## src/rtl/mem_arb_pkg.sv

```systemverilog
// Shared types for the instruction/data memory-port arbiter: one-hot FSM
// state encoding and requester owner IDs.
package mem_arb_pkg;

   typedef enum logic [3:0] {
      IDLE = 4'b0001,
      REQ  = 4'b0010,
      RESP = 4'b0100,
      RET  = 4'b1000
   } arb_state_t;

   localparam logic OWN_I = 1'b0;
   localparam logic OWN_D = 1'b1;

endpackage

```

## src/rtl/mem_bus_arbiter_rr_arb2.sv

```systemverilog
// Two-way round-robin picker: on a tie the channel not served last wins.
module rr_arb2 (
   input  logic req_i,
   input  logic req_d,
   input  logic last_d,
   output logic gnt_i,
   output logic gnt_d
);

   assign gnt_d = req_d & (~req_i | ~last_d);
   assign gnt_i = req_i & (~req_d | last_d);

endmodule

```

## src/rtl/mem_bus_arbiter.sv

```systemverilog
// Shares one memory port between the fetch and load/store channels, one
// latched transaction at a time. Optional counters: MEM_ARB_PERF_CNT_EN.
module mem_bus_arbiter
   import mem_arb_pkg::*;
#(
   parameter int ADDR_W = 32,
   parameter int DATA_W = 32
) (
   input  logic                clk,
   input  logic                rst,
   input  logic [ADDR_W-1:0]   i_pc,
   input  logic                i_req_valid,
   output logic                i_req_ready,
   output logic [DATA_W-1:0]   i_inst,
   output logic                i_inst_valid,
   input  logic                i_inst_ready,
   input  logic [ADDR_W-1:0]   d_addr,
   input  logic                d_memread,
   input  logic                d_memwrite,
   input  logic [DATA_W-1:0]   d_wdata,
   input  logic [DATA_W/8-1:0] d_wstrb,
   output logic                d_req_ready,
   output logic [DATA_W-1:0]   d_rdata,
   output logic                d_rdata_valid,
   input  logic                d_rdata_ready,
   output logic [ADDR_W-1:0]   m_addr,
   output logic [DATA_W-1:0]   m_wdata,
   output logic [DATA_W/8-1:0] m_wstrb,
   output logic                m_memread,
   output logic                m_memwrite,
   input  logic                m_req_ready,
   input  logic [DATA_W-1:0]   m_rdata,
   input  logic                m_rdata_valid,
   output logic                m_rdata_ready,
   output logic [31:0]         perf_wait_cnt,
   output logic [31:0]         perf_grant_cnt
);

   localparam int STRB_W = DATA_W / 8;

   arb_state_t          state, state_nxt;
   logic                last_d;
   logic                gnt_i, gnt_d, grant;
   logic                lat_owner, lat_write;
   logic [ADDR_W-1:0]   lat_addr;
   logic [DATA_W-1:0]   lat_wdata, resp_data;
   logic [STRB_W-1:0]   lat_wstrb;
   logic                owner_ready;

   rr_arb2 u_rr (
      .req_i  (i_req_valid),
      .req_d  (d_memread | d_memwrite),
      .last_d (last_d),
      .gnt_i  (gnt_i),
      .gnt_d  (gnt_d)
   );

   assign grant       = (state == IDLE) & (gnt_i | gnt_d);
   assign owner_ready = (lat_owner == OWN_D) ? d_rdata_ready : i_inst_ready;

   always_ff @(posedge clk or negedge rst) begin
      if (!rst) state <= IDLE;
      else      state <= state_nxt;
   end

   // Every output is decoded from state so non-active phases drive zero.
   always_comb begin
      state_nxt     = state;
      i_req_ready   = 1'b0;
      d_req_ready   = 1'b0;
      m_addr        = '0;
      m_wdata       = '0;
      m_wstrb       = '0;
      m_memread     = 1'b0;
      m_memwrite    = 1'b0;
      m_rdata_ready = 1'b0;
      i_inst        = '0;
      i_inst_valid  = 1'b0;
      d_rdata       = '0;
      d_rdata_valid = 1'b0;
      case (state)
         IDLE: begin
            i_req_ready = gnt_i;
            d_req_ready = gnt_d;
            if (gnt_i | gnt_d) state_nxt = REQ;
         end
         REQ: begin
            m_addr     = lat_addr;
            m_wdata    = lat_wdata;
            m_wstrb    = lat_wstrb;
            m_memread  = ~lat_write;
            m_memwrite = lat_write;
            if (m_req_ready) state_nxt = lat_write ? IDLE : RESP;
         end
         RESP: begin
            m_rdata_ready = 1'b1;
            if (m_rdata_valid) state_nxt = RET;
         end
         RET: begin
            if (lat_owner == OWN_D) begin
               d_rdata       = resp_data;
               d_rdata_valid = 1'b1;
            end else begin
               i_inst       = resp_data;
               i_inst_valid = 1'b1;
            end
            if (owner_ready) state_nxt = IDLE;
         end
         default: state_nxt = IDLE;
      endcase
   end

   // A load/store with both op bits set is treated as a store.
   always_ff @(posedge clk or negedge rst) begin
      if (!rst) begin
         lat_owner <= OWN_I;
         lat_write <= 1'b0;
         lat_addr  <= '0;
         lat_wdata <= '0;
         lat_wstrb <= '0;
         resp_data <= '0;
         last_d    <= 1'b0;
      end else begin
         if (grant) begin
            lat_owner <= gnt_d ? OWN_D : OWN_I;
            lat_write <= gnt_d & d_memwrite;
            lat_addr  <= gnt_d ? d_addr : i_pc;
            lat_wdata <= gnt_d ? d_wdata : '0;
            lat_wstrb <= (gnt_d & d_memwrite) ? d_wstrb : '0;
         end
         if (state == RESP && m_rdata_valid) resp_data <= m_rdata;
         if ((state == RET && owner_ready) || (state == REQ && m_req_ready && lat_write))
            last_d <= lat_owner;
      end
   end

`ifdef MEM_ARB_PERF_CNT_EN
   logic [31:0] wait_q, grant_q;

   always_ff @(posedge clk or negedge rst) begin
      if (!rst) begin
         wait_q  <= '0;
         grant_q <= '0;
      end else begin
         if ((state == REQ && !m_req_ready) || (state == RESP && !m_rdata_valid))
            wait_q <= wait_q + 32'd1;
         if (grant) grant_q <= grant_q + 32'd1;
      end
   end

   assign perf_wait_cnt  = wait_q;
   assign perf_grant_cnt = grant_q;
`else
   assign perf_wait_cnt  = '0;
   assign perf_grant_cnt = '0;
`endif

endmodule

```

## config.mk

```make
export PLATFORM = sky130hd
export DESIGN_NAME = mem_bus_arbiter
export DESIGN_NICKNAME = d
export VERILOG_FILES = /design/src/rtl/mem_arb_pkg.sv /design/src/rtl/mem_bus_arbiter_rr_arb2.sv /design/src/rtl/mem_bus_arbiter.sv
export SDC_FILE = /design/constraint.sdc
export NUM_CORES = 1
export LEC_CHECK = 0
export CAP_MARGIN = 25
export CORE_AREA = 2 2 135 137
export CTS_BUF_LIST = sky130_fd_sc_hd__clkbuf_2
export DETAILED_ROUTE_END_ITERATION = 7
export DIE_AREA = 0 0 137 139
export PLACE_DENSITY = 0.82
export SLEW_MARGIN = 10
export SYNTH_ARGS = -nofsm -noshare
export SYNTH_HDL_FRONTEND = slang
export SYNTH_SLANG_ARGS = --single-unit
```

## constraint.sdc

```tcl
create_clock -name clk -period 6.3 [get_ports clk]
set_input_delay 1.575 -clock clk [delete_from_list [all_inputs] [get_ports clk]]
set_output_delay 1.575 -clock clk [all_outputs]
set_load 0.03 [all_outputs]
```

# After elaboration in Yosys (flattened, before gate mapping)
# Index checks and enable logic that the tools add are counted.
[op_classes]
bitwise_logic = 12
reduce_logical = 6
mux = 27
eq_ne = 8
[op_table]
columns = ["operator", "n"]
rows = [
  ["two-way mux 32 bit", 8],
  ["two-way mux 4 bit", 6],
  ["case mux 4 bit (4 select lines)", 1],
  ["two-way mux 1 bit", 11],
  ["inequality test 2 bit, second input constant", 3],
  ["bitwise AND 1 bit", 4],
  ["== test 4 x 1 -> 1 bit, second input constant", 1],
  ["== test 4 x 2 -> 1 bit, second input constant", 1],
  ["== test 4 x 3 -> 1 bit, second input constant", 1],
  ["== test 4 bit, second input constant", 1],
  ["logical AND 1 bit", 4],
  ["NOT 1 bit", 4],
  ["bitwise OR 1 bit", 4],
  ["AND reduction 4 bit", 1],
  ["two-way mux 3 bit", 1],
  ["inequality test 2 x 1 -> 1 bit, second input constant", 1],
  ["logical OR 1 bit", 1],
]
[word_totals]
input_bits = 141
output_inout_bits = 203
reg_bits = 107

# Depth between registers and ports, before layout
# Gate-level depths: netlist of run 1.
[depth]
word_depth = 7
mapped_depth = 7

# Hierarchy
# A second synthesis of run 1 with hierarchy kept.
[hier_totals]
cells_unflattened = 548
area_unflattened_um2 = 5915.7
[modules_own_cells]
columns = ["module", "cells_per_inst", "area_per_inst_um2", "n_inst"]
rows = [
  ["mem_bus_arbiter", 545, 5896.9, 1],
  ["rr_arb2", 3, 18.8, 1],
]

# Worst setup path after synthesis of run 1
# OpenSTA, ideal clock, no wires.
[synth_path]
kind = "input port to output port"
startpoint = "input d_memread"
endpoint = "output i_req_ready"
n_path_buf = 1
arrival_ns = 2.565
path_slack_ns = 2.160
path_stages = 3
cell_sequence = "o21ai_2 > buf_2 > and3_1"
[synth_between]
elab_chain_cells = 5
[synth_lines]
columns = ["item", "line_no", "rtl"]
rows = [
  ["start: declaration", "mem_bus_arbiter.sv:18", "input logic d_memread,"],
  ["bitwise OR 1 bit", "mem_bus_arbiter.sv:52", ".req_d (d_memread | d_memwrite),"],
  ["NOT 1 bit", "mem_bus_arbiter_rr_arb2.sv:11", "assign gnt_i = req_i & (~req_d | last_d);"],
  ["bitwise OR 1 bit", "mem_bus_arbiter_rr_arb2.sv:11", ""],
  ["bitwise AND 1 bit", "mem_bus_arbiter_rr_arb2.sv:11", ""],
  ["two-way mux 1 bit", "mem_bus_arbiter.sv:81", "case (state)"],
  ["end: declaration", "mem_bus_arbiter.sv:13", "output logic i_req_ready,"],
]
# Every way passes these cells.

# Final worst setup path of run 1
# Ends and elaborated chain as after synthesis.

==> metrics.yaml, run 1 <==
clock_tree:
  clock_tree_root_driver_cell: "sky130_fd_sc_hd__clkbuf_2"
  cts_buffers: 9
  clkTransAtPathRegs_ns: 0.29
  cts_tree: "done"
  cts_num_sinks: 107
  post_cts.repair.setup_buffers: 0
  clock_path_buffers: 2
  cts-hold-fix-buffers: 0
  htree_num_levels: 3
  cts.repair.resized: 0
  clock_latency_ns: 0.62
route:
  final_antenna_net_count: 0
  remaining_drc_errors: 0
  avgViaCountPerCell: 4.499
  routedWlPerCell_um: 14.80
  drt_first_iter_violations: 129
  dr_total_vias: 4670
  routed_wirelength_mm: 15.36
  drt-pass1-iter-count: 4
die:
  core_area_um2: 17660
  initial_core_util_pct: 32.48
  die_w_um: 137
  dieArea_um2: 19040
  boundaryPins: 344
  rows: 49
  die_height_um: 139
power_and_ir_drop:
  power.ir.vdd_worst_mv: 0.1890
  power_leakage_nw: 3.933
  total_power_mw: 2.919
  power_density_nw_per_um2: 338.6
worst_setup_path:
  cpPeakStageDelay_ns: 0.67
  worstPathCellList: "clkdlybuf4s50_1, o21ai_4, and3_1, clkdlybuf4s50_1"
  timing.critical_path.arrival_ns: 3.25
  required_ns: 4.72
  worst_setup_path_start_kind: "input port"
  crit_path_end_kind: "output port"
  crit_type: "input port to output port"
  critical_path.most_common_cell: "sky130_fd_sc_hd__clkdlybuf4s50_1"
  slowest_stage: "sky130_fd_sc_hd__clkdlybuf4s50_1"
  crit_fanout: 7
timing:
  skew_ns: 0.04752
  finalSetupViolations: 0
  slew_limit_headroom_pct: 53.14
  max_clock_freq_ghz: 0.2074
  timing_worst_slew_pin_value_ns: 0.7029
  fin_crit_ns: 4.821
  fin_setup_tns_ns: 0
  crit_share_post_route_pct: 76.53
  timing_max_transition_violations_final: 0
  hold_violations: 0
  rsz0062_at_grt: "false"
global_routing:
  met1_usage_pct: 18.29
  grt_pass1_vias: 4517
  gr-max-usage-layer: "met2"
  grt_first_pass_wirelength_mm: 23.82
  track_usage_pct: 16.02
  groute.layer.met2.usage_pct: 27.42
  grt.overflow.total: 0
  met3_usage_pct: 6.287
  grt_antenna_before_repair: 2
  grt_start_max_net_pins: 104
logic_synthesis:
  synthesis.area_um2: 5734
  syn_avg_cell_area_um2: 10.56
  synth.yosys.seq_area_share_pct: 46.72
  synth_top_area_share_pct: 46.26
  synthDominantAreaCellType: "sky130_fd_sc_hd__dfrtp_1"
  synthArstFlopShare_pct: 100.0
  synth-edff-count: 0
  synth.most_common_cell: "sky130_fd_sc_hd__dfrtp_1"
  total_of_warnings_raised_by_yosys: 0
  distinct_cell_type_count_of_the_synthesized_netlist: 33
  synth.ff_latch_count: 107
  synth-main-ff-cell: "sky130_fd_sc_hd__dfrtp_1"
  netlist_instances: 543
  synth.cells.most_frequent: "106 x sky130_fd_sc_hd__dfrtp_1, 102 x sky130_fd_sc_hd__and2_1, 64 x sky130_fd_sc_hd__buf_4, 38 x sky130_fd_sc_hd__nand2_1, 36 x sky130_fd_sc_hd__a22o_1"
  synth.area.top_cells: "sky130_fd_sc_hd__dfrtp_1 46%, sky130_fd_sc_hd__and2_1 11%, sky130_fd_sc_hd__buf_4 8.4%"
finish:
  layout.nets: 943
  design_area_um2: 8621
  areaGrowthSynthToFinish_pct: 50.34
  final.fill_count: 1635
  share_of_layout_cells_above_drive_strength_1_pct: 4.709
min_path:
  hp-class: "flop to flop"
run:
  maxCapViolCount: 0
run_status:
  outcome: "finished clean"
place:
  global_placement_routability_congestion: 0.7777
  place_hpwl_mm: 11.41
  placement.io_buffers: 279
  placement.cell_area_um2: 8467
-- critical path: cells and delay by family --
kind | cells | cell delay, ns
buffers and inverters | 2 | 1.13
AND/OR/NAND/NOR | 1 | 0.21
AO/OA/AOI/OAI | 1 | 0.33
-- through the flow --
| step | cells | hold WS (ns) | setup slack [ns] | util, % |
|---|---|---|---|---|
| floorplan | 606 | 0.4474 | 2.160 | - |
| global placement | 1018 | 0.4582 | 1.496 | 47.95 |
| detailed placement | 1018 | 0.4669 | 1.476 | 47.95 |
| CTS | 1034 | 0.5232 | 1.128 | 48.55 |
| global route | 1038 | 0.5422 | 1.399 | 48.82 |
| finish | 1038 | 0.5156 | 1.479 | 48.82 |
-- power breakdown --
| part | total [mW] | internal (mW) | switching [mW] |
|---|---|---|---|
| Combinational | 1.38 | 0.617 | 0.761 |
| Clock | 0.316 | 0.0639 | 0.252 |
| Sequential | 1.23 | 1.02 | 0.211 |
-- routing by layer --
metal | vias to the layer above | routed length (um)
met5 | - | 0
li1 | 2237 | -
met2 | 234 | 7648
met4 | 0 | 216
met1 | 2183 | 5826
met3 | 16 | 1668
-- final timing paths --
kind                                           from                   endpoint  slack (ns)  depth (start not counted)
setup / recovery                          d_memread                i_req_ready        1.48                          4
hold / removal             lat_addr[11]$_DFFE_PN0P_   lat_addr[11]$_DFFE_PN0P_        0.52                          2
setup reg to reg               state[1]$_DFFE_PN0P_         last_d$_DFFE_PN0P_        4.12                          5
hold reg to reg            lat_addr[11]$_DFFE_PN0P_   lat_addr[11]$_DFFE_PN0P_        0.52                          2
max in group asynchronous                       rst   resp_data[8]$_DFFE_PN0P_        4.17                          2
min in group asynchronous                       rst  lat_wdata[18]$_DFFE_PN0P_        0.94                          1
-- cell usage in the layout (no fill, tap or decap), drive strengths merged --
cell           count
a21o               3
or3                1
nor2               2
conb              64
clkinv             1
dfstp              1
nor2b              3
o21ai             33
inv                4
o22ai              1
o2bb2ai            1
and3              34
a21oi              1
and2             102
nor4b              4
buf               10
o21a               1
or4b               2
clkinvlp           1
nand2             38
a211oi             1
nand2b             2
dfrtp            106
mux2i             33
a22o              36
mux2              33
diode              2
clkbuf            10
clkdlybuf4s50    278
nor3               1
-- final cells by class --
class,count,area (um^2),share of cell area [%]
clock buffers,10,50.05,0.5806
multi-input cells,396,2659,30.84
repair buffers,288,2885,33.47
well taps,229,286.5,3.324
diodes,2,5.005,0.05806
clock inverters,6,56.30,0.6531
flip-flops and latches,107,2679,31.07
-- sequential cells by signal, summed over array words and instances (netlist names) --
signal     count
last_d         1
lat_addr      32
lat_owner      1
lat_wdata     32
lat_write      1
lat_wstrb      4
resp_data     32
state          4
-- logic make-up after synthesis --
family                 synth area share, %
AOI/OAI and AO/OA                    9.448
other                              0.06540
buffers and inverters                11.65
DFF                                  46.72
and+or+nand+nor                      19.88
muxes                                12.24
No activity file was read; power rests on OpenSTA's default activity.
==> run 2, diff against run 1 <==
- PLACE_DENSITY: 0.82 -> 0.84
- clock period: 6.3 -> 4.4 ns (I/O delays scaled with it)
==> metrics.yaml, run 2 (synthesis gave the netlist of run 1 again) <==
run_status:
  outcome: "finished clean"
global_routing:
  grt.overflow.total: 0
  grt_pass1_vias: 4594
  grt_first_pass_wirelength_mm: 24.62
  grt_antenna_before_repair: 1
  track_usage_pct: 16.65
  grt_start_max_net_pins: 72
die:
  rows: 49
  die_w_um: 137
  dieArea_um2: 19040
  die_height_um: 139
  core_area_um2: 17660
  initial_core_util_pct: 32.48
  boundaryPins: 344
timing:
  fin_setup_tns_ns: 0
  crit_share_post_route_pct: 93.37
  fin_crit_ns: 4.108
  max_clock_freq_ghz: 0.2434
  rsz0062_at_grt: "false"
  slew_limit_headroom_pct: 53.93
  timing_worst_slew_pin_value_ns: 0.6911
  timing_max_transition_violations_final: 0
  worst_hold_slack_ns: 0.4663
  layout_setup_ws_ns: 0.2916
  hold_violations: 0
  finalSetupViolations: 0
  skew_ns: 0.03969
finish:
  layout.cells.most_common: "sky130_fd_sc_hd__clkdlybuf4s50_1"
  share_of_layout_cells_above_drive_strength_1_pct: 4.709
  areaGrowthSynthToFinish_pct: 50.75
  multiInputGateArea_um2: 2659
  ff_latch_area_um2: 2679
  final.fill_count: 1658
  layout.nets: 944
  most-common-layout-cells: "277 x sky130_fd_sc_hd__clkdlybuf4s50_1, 106 x sky130_fd_sc_hd__dfrtp_1, 102 x sky130_fd_sc_hd__and2_1"
  largest_registers: "lat_addr: 32 flops, lat_wdata: 32 flops, resp_data: 32 flops"
worst_setup_path:
  crit_type: "flop to output port"
  cpPeakStageDelay_ns: 0.74
  slowest_stage: "sky130_fd_sc_hd__clkdlybuf4s50_1"
  worstPathCellList: "nor4b_4, buf_4, nor2b_1, clkdlybuf4s50_1"
  worst_setup_path_start_kind: "flop"
  crit_path_end_kind: "output port"
  crit_fanout: 71
  required_ns: 3.30
  timing.critical_path.arrival_ns: 3.01
route:
  met2RoutedLength_mm: 8.240
  met3_length_mm: 1.466
  max_used_layer: "met4"
  final_antenna_net_count: 0
  m1WireLength_mm: 5.863
  drt_first_iter_violations: 127
  avgViaCountPerCell: 4.508
  routedWlPerCell_um: 15.22
  dr_total_vias: 4675
  remaining_drc_errors: 0
  drt-pass1-iter-count: 4
  routed_wirelength_mm: 15.78
place:
  global_placement_routability_congestion: 0.7678
  placement.io_buffers: 279
  place_worst_setup_slack_ns: 0.6723
  place_hpwl_mm: 11.82
clock_tree:
  cts_num_sinks: 107
  cts_tree: "done"
  clock_path_buffers: 2
  clock_tree_root_driver_cell: "sky130_fd_sc_hd__clkbuf_2"
  cts_buffers: 9
  post_cts.repair.setup_buffers: 0
  clkTransAtPathRegs_ns: 0.30
  cts-hold-fix-buffers: 0
  htree_num_levels: 3
  clock_latency_ns: 0.61
  cts.repair.resized: 0
power_and_ir_drop:
  total_power_mw: 4.227
  power_density_nw_per_um2: 489.0
  power_leakage_nw: 3.950
  power.ir.vdd_worst_mv: 0.2855
run:
  maxCapViolCount: 0
min_path:
  hp-class: "input port to asynchronous set/reset pin"
run 2: metrics by stage:
stage | cells | util (%) | cell area [um^2]
2_1_floorplan | 606 | - | 5971
3_5_place_dp | 1020 | 48.16 | 8504
4_1_cts | 1035 | 48.79 | 8615
5_1_grt | 1037 | 48.96 | 8645
6_report | 1037 | 48.96 | 8645
3_3_place_gp | 1020 | 48.16 | 8504
run 2: final cells by class:
cell class | instances | area share, %
antenna | 1 | 0.02895
tap | 229 | 3.315
timing repair buffer | 289 | 33.64
multi-input combinational | 396 | 30.76
clock inverter | 6 | 0.7526
clock buffer | 9 | 0.5211
sequential | 107 | 30.99
run 2: worst paths after layout:
path,start,endpoint,slack (ns),cells past startpoint
setup / recovery,state[1]$_DFFE_PN0P_,m_memread,0.29,4
hold / removal,rst,lat_wdata[6]$_DFFE_PN0P_,0.47,1
setup reg to reg,state[0]$_DFFE_PN1P_,lat_wstrb[3]$_DFFE_PN0P_,2.12,4
hold reg to reg,lat_addr[20]$_DFFE_PN0P_,lat_addr[20]$_DFFE_PN0P_,0.52,2
max in group asynchronous,rst,state[0]$_DFFE_PN1P_,3.12,2
min in group clk,lat_addr[20]$_DFFE_PN0P_,lat_addr[20]$_DFFE_PN0P_,0.52,2
run 2: worst max-delay path: cells and delay by family (launching register included):
family / cells / cell delay (ns)
and+or+nand+nor: 2 / 0.53
DFF: 1 / 0.64
buffers and inverters: 2 / 1.24
run 2: report_power, final:
part	switching [mW]	internal (mW)	total, mW
clock network	0.335	0.131	0.466
logic	1.09	0.901	1.99
registers	0.314	1.45	1.77
run 2: routing by layer:
layer / global-route usage [%] / vias up
met2: 29.82 / 211
met3: 5.482 / 13
met5: 0 / -
li1: - / 2235
met4: 5.209 / 0
met1: 18.40 / 2216
